## src/rtl/reg_file_pkg.sv

```systemverilog
// rtl/reg_file_pkg.sv - default sizes and the legal-address predicate for the register file
package reg_file_pkg;

  localparam int DEFAULT_WIDTH  = 32;
  localparam int DEFAULT_DEPTH  = 32;
  localparam int DEFAULT_ADDR_W = 5;
  localparam logic [31:0] ZERO_ADDR = '0;

  // True when addr names a real register that is allowed to hold data.
  function automatic logic addr_legal(input logic [31:0] addr,
                                      input logic [31:0] depth,
                                      input logic        zero_reg);
    return (addr < depth) && !(zero_reg && (addr == ZERO_ADDR));
  endfunction

endpackage

```

## src/rtl/reg_en_ff.sv

```systemverilog
// rtl/reg_en_ff.sv - enable flop with async active-low reset and synchronous clear
module reg_en_ff #(
  parameter int WIDTH = 32
) (
  input  logic             clk,
  input  logic             reset,
  input  logic             clr,
  input  logic             en,
  input  logic [WIDTH-1:0] d,
  output logic [WIDTH-1:0] q
);

  always_ff @(posedge clk or negedge reset) begin
    if (!reset)
      q <= '0;
    else if (clr)
      q <= '0;
    else if (en)
      q <= d;
  end

endmodule

```

## src/rtl/reg_file_bank.sv

```systemverilog
// rtl/reg_file_bank.sv - 1W/2R register file with zero register, bypass and optional registered read
module reg_file_bank
  import reg_file_pkg::*;
#(
  parameter int WIDTH    = DEFAULT_WIDTH,
  parameter int DEPTH    = DEFAULT_DEPTH,
  parameter int ADDR_W   = DEFAULT_ADDR_W,
  parameter int ZERO_REG = 1,
  parameter int BYPASS   = 1,
  parameter int RD_REG   = 0
) (
  input  logic              clk,
  input  logic              reset,
  input  logic              clear,
  input  logic              we,
  input  logic [ADDR_W-1:0] wa,
  input  logic [WIDTH-1:0]  wd,
  input  logic              re,
  input  logic [ADDR_W-1:0] ra1,
  input  logic [ADDR_W-1:0] ra2,
  output logic [WIDTH-1:0]  rd1,
  output logic [WIDTH-1:0]  rd2,
  output logic              rd_valid
);

  logic [WIDTH-1:0] mem [DEPTH];
  logic [DEPTH-1:0] word_we;
  logic             wr_legal;
  logic [WIDTH-1:0] rval1;
  logic [WIDTH-1:0] rval2;

  assign wr_legal = we && addr_legal(32'(wa), 32'(DEPTH), ZERO_REG != 0);

  for (genvar i = 0; i < DEPTH; i++) begin : g_word
    assign word_we[i] = wr_legal && (wa == ADDR_W'(i));

    reg_en_ff #(.WIDTH(WIDTH)) u_word (
      .clk   (clk),
      .reset (reset),
      .clr   (clear),
      .en    (word_we[i]),
      .d     (wd),
      .q     (mem[i])
    );
  end

  // Out-of-range and zero-register reads return 0; a legal same-cycle write wins over storage.
  function automatic logic [WIDTH-1:0] read_port(input logic [ADDR_W-1:0] a);
    logic [WIDTH-1:0] v;
    v = '0;
    if (addr_legal(32'(a), 32'(DEPTH), ZERO_REG != 0)) begin
      if ((BYPASS != 0) && wr_legal && (wa == a))
        v = wd;
      else
        v = mem[a];
    end
    return v;
  endfunction

  always_comb begin
    rval1 = read_port(ra1);
    rval2 = read_port(ra2);
  end

  if (RD_REG != 0) begin : g_rd_reg
    logic valid_q;

    reg_en_ff #(.WIDTH(WIDTH)) u_rd1 (
      .clk   (clk),
      .reset (reset),
      .clr   (clear),
      .en    (re),
      .d     (rval1),
      .q     (rd1)
    );

    reg_en_ff #(.WIDTH(WIDTH)) u_rd2 (
      .clk   (clk),
      .reset (reset),
      .clr   (clear),
      .en    (re),
      .d     (rval2),
      .q     (rd2)
    );

    always_ff @(posedge clk or negedge reset) begin
      if (!reset)
        valid_q <= 1'b0;
      else if (clear)
        valid_q <= 1'b0;
      else
        valid_q <= re;
    end

    assign rd_valid = valid_q;
  end else begin : g_rd_comb
    logic unused_re;
    assign unused_re = re;
    assign rd1       = rval1;
    assign rd2       = rval2;
    assign rd_valid  = 1'b1;
  end

endmodule

```

## config.mk

```make
export PLATFORM = sky130hd
export DESIGN_NAME = reg_file_bank
export DESIGN_NICKNAME = d
export VERILOG_FILES = /design/src/rtl/reg_file_pkg.sv /design/src/rtl/reg_en_ff.sv /design/src/rtl/reg_file_bank.sv
export SDC_FILE = /design/constraint.sdc
export NUM_CORES = 2
export LEC_CHECK = 0
export CAP_MARGIN = 0
export CORE_ASPECT_RATIO = 1.4
export CORE_MARGIN = 2
export CORE_UTILIZATION = 45
export CTS_BUF_LIST = sky130_fd_sc_hd__clkbuf_16
export DETAILED_ROUTE_END_ITERATION = 16
export HOLD_SLACK_MARGIN = 0.02
export PLACE_DENSITY_LB_ADDON = 0.25
export SYNTH_ARGS = -nofsm -noshare
export SYNTH_HDL_FRONTEND = slang
export SYNTH_SLANG_ARGS = --single-unit
```

## constraint.sdc

```tcl
create_clock -name clk -period 4.2 [get_ports clk]
set_clock_uncertainty 0.05 [all_clocks]
set_input_delay 0.84 -clock clk [delete_from_list [all_inputs] [get_ports clk]]
set_output_delay 0.84 -clock clk [all_outputs]
set_load 0.02 [all_outputs]
```

==> summary.txt <==
Outcome: finished with violations
Failing checks: setup timing
Dpl ws: -0.359 ns
Pint: 15.8 mW
M1 GR Usage: 0.495
Initial antenna violation count: 12
Reg clk slew, reported paths: 0.06 ns
Die area: 131000 sq um
Max-cap violations: 0
Hold Path Stages: 1
HP Class: register to register
Clock Path Buffers: 3
Post-DP HPWL: 163000 microns
Sink Count: 1024
Ys flop type: dfrtp_1
Distinct cell type count after synthesis: 54
Synth Warn #: 0
Tmin final: 4.21 ns
Vias/cell: 6.86
Final wirelength: 267000 microns
Number of cell rows: 155
Area contributors post-synth: dfrtp_1 45%, mux4_2 14%, nand2_1 14%, a21oi_1 9.2%, mux2i_1 4.1%
NumNets Final: 6225
# port buffers: 114
Via Count: 54200
Largest net degree at the start of global routing: 147
RR Endpoint: g_word[9].u_word.q[14]$_DFFE_PN0P_
Placeable core region: 127000 sq um
Syn nets: 6169
Reg2Reg Setup Slack: 3.42 ns
Hold Vio Cnt, Final: 0
Highest clock rate: 238 MHz
DRC: 0
Final setup fails: 1
Post-place instance area: 63600 sq um
Avg WL per Cell: 33.8 microns
Met2 Use GR: 0.583
Most flops, register: g_word.u_word.q
Clock root cell: clkbuf_16
Total power: 22.0 mW
Starting Density: 0.452
Finished Core Util: 0.526
Routability cong.: 0.957
Num CTS Buffers: 105
Chip height: 427 microns
NetSw: 6.23 mW
Worst slew margin: 0.344
VDD IR max: 0.324 mV
Max reg flops: 1024
Sequential area share after synthesis: 0.446
TritonRoute pass-1 iters: 7
Hold slack: 0.450 ns
Vias in the first global route: 52500
Layout Cell Area excl Fill: 66900 sq um
Final Non-Filler Cells: 7908
Hold Crit Endpoint: g_word[0].u_word.q[8]$_DFFE_PN0P_
CTS tree: done
RR Startpoint: g_word[9].u_word.q[14]$_DFFE_PN0P_
Cell taking the most area after synthesis: dfrtp_1
Drt initial violations: 7809
Mean Syn Cell Area: 9.39 sq um
Tcrit/Tclk final: 1.00
Die width: 306 microns
GRT Util Overall: 0.408
Synthesized flop and latch total: 1024
Worst Slack Setup Final: -0.0104 ns
Top Usage Layer GRT: met2
Fin. max-slew vios: 0
Combinational group share of total power: 0.129
Clock Latency Late Sink: 0.74 ns
Met3 usage: 0.149
P&R area growth vs syn: 16.4%
Largest registers: g_word.u_word.q x1024
CP Capture Type: output pin
Fraction of registers with async set/reset: 1.00
Clock power share: 0.417
Leak: 27.0 nW
Number of synthesized flops with an enable pin: 0
Global-route wire length before repair: 380000 microns
Inst Count DP: 7708
Worst R2R Path Depth: 2
Setup CP Type: input pin to output pin
Mapped Area: 57400 sq um
Power per cell area: 329 nW/um^2
Global route overflow: 0
Slew @ Worst Pin: 0.984 ns
Layout cell share with drive strength beyond 1: 0.203
Synth top area share: 0.446
Crit path DAT: 3.32 ns
Start point of the worst hold path: g_word[0].u_word.q[8]$_DFFE_PN0P_
Switching share of power: 0.283
Worst endpoint required time: 3.31 ns
Top Ports: 117
Antenna viol nets, final: 0
CTS H-tree lvls: 3
Crit path launch type: input pin
Setup_tns: -0.0104 ns
Crit. Startpoint: ra1[4]
Cells after Synth: 6117
CP Max Fanout: 7
Share of total power in sequential cells: 0.454
## power groups by stage
stage | Combinational, mW | Clock [mW] | Sequential, mW
finish | 2.84 | 9.18 | 9.98
global route | 2.90 | 9.56 | 9.98
CTS | 2.74 | 9.19 | 9.98
detailed placement | 2.74 | 0 | 10.2
global placement | 2.73 | 0 | 10.2
floorplan | 1.29 | 0 | 10.1
## layout by cell type, fill, tap and decap left out, drive strengths merged, types with 32 or more instances in the layout
cell type	instances
nand2	2079
clkbuf	121
o22ai	74
a22oi	34
clkinv	47
dfrtp	1024
nor2b	46
nor2	73
clkdlybuf4s50	37
a221o	37
nor3	35
a21oi	1052
mux4	369
o221ai	72
mux2i	233
mux2	107
buf	534
a32o	32
## layer usage
metal,wire (microns),up-vias
met3,40800,1409
met1,87700,26800
met2,112000,4479
li1,-,21500
met5,32,-
met4,27100,4
## repair_timing
item,4_1_cts,5_1_grt
resized for setup,95,51
endpoints found under the hold margin,41,0
hold buffers,1,0
setup endpoints to repair,54,42
setup buffers,3,2
## area by class of cell
cell class / count / area [sq um]
diodes: 10 / 25.0
repair buffers: 609 / 6430
inverters: 5 / 22.5
multi-input cells: 4428 / 29500
clock buffers: 106 / 2650
clock inverters: 78 / 537
well taps: 1648 / 2060
fillers: 11300 / 60200
flip-flops and latches: 1024 / 25600
## synth_stat cells (15+ instances only)
library cell  count
a21oi_1        1052
a221o_1          37
buf_1            20
nor2_1           73
nand2b_1         17
a32o_1           32
o221ai_1         72
nor3_1           35
o22ai_1          74
nor2b_1          46
o21ai_0          30
nor4_1           15
a22oi_1          34
clkbuf_1        526
a221oi_1         24
buf_2            63
mux2_2          107
mux2i_1         233
mux4_2          369
dfrtp_1        1024
nand2_1        2079
buf_4            32
## critical path, cell delays in order
cell       delay [ns]
buf_2            0.22
buf_4            0.20
nor3_1           0.53
buf_4            0.32
buf_4            0.17
a22o_1           0.13
a2111oi_0        0.06
buf_4            0.17
nor4_1           0.28
buf_4            0.16
nor2_1           0.06
buf_4            0.17
## how the worst max path moves through the flow
stage / endpoint / slack (ns) / cells after the start
final: rd1[17] / -0.01 / 12
after global placement: rd1[14] / -0.39 / 9
after detailed placement: rd1[14] / -0.36 / 9
after CTS: rd1[14] / -0.04 / 9
after global routing: rd1[15] / -0.002 / 11
after floorplan: rd2[30] / 0.58 / 8
## logic make-up after synthesis
logic type                after synthesis  share of synthesized area
and+or+nand+nor                      2296                      0.156
AOI/OAI and AO/OA                    1412                      0.142
DFF                                  1024                      0.446
muxes                                 709                      0.206
buffers and inverters                 665                     0.0483
xor gates and xnor gates               10                    0.00152
other                                   1                  0.0000653
Note: power is estimated with default switching activity, not from simulation.
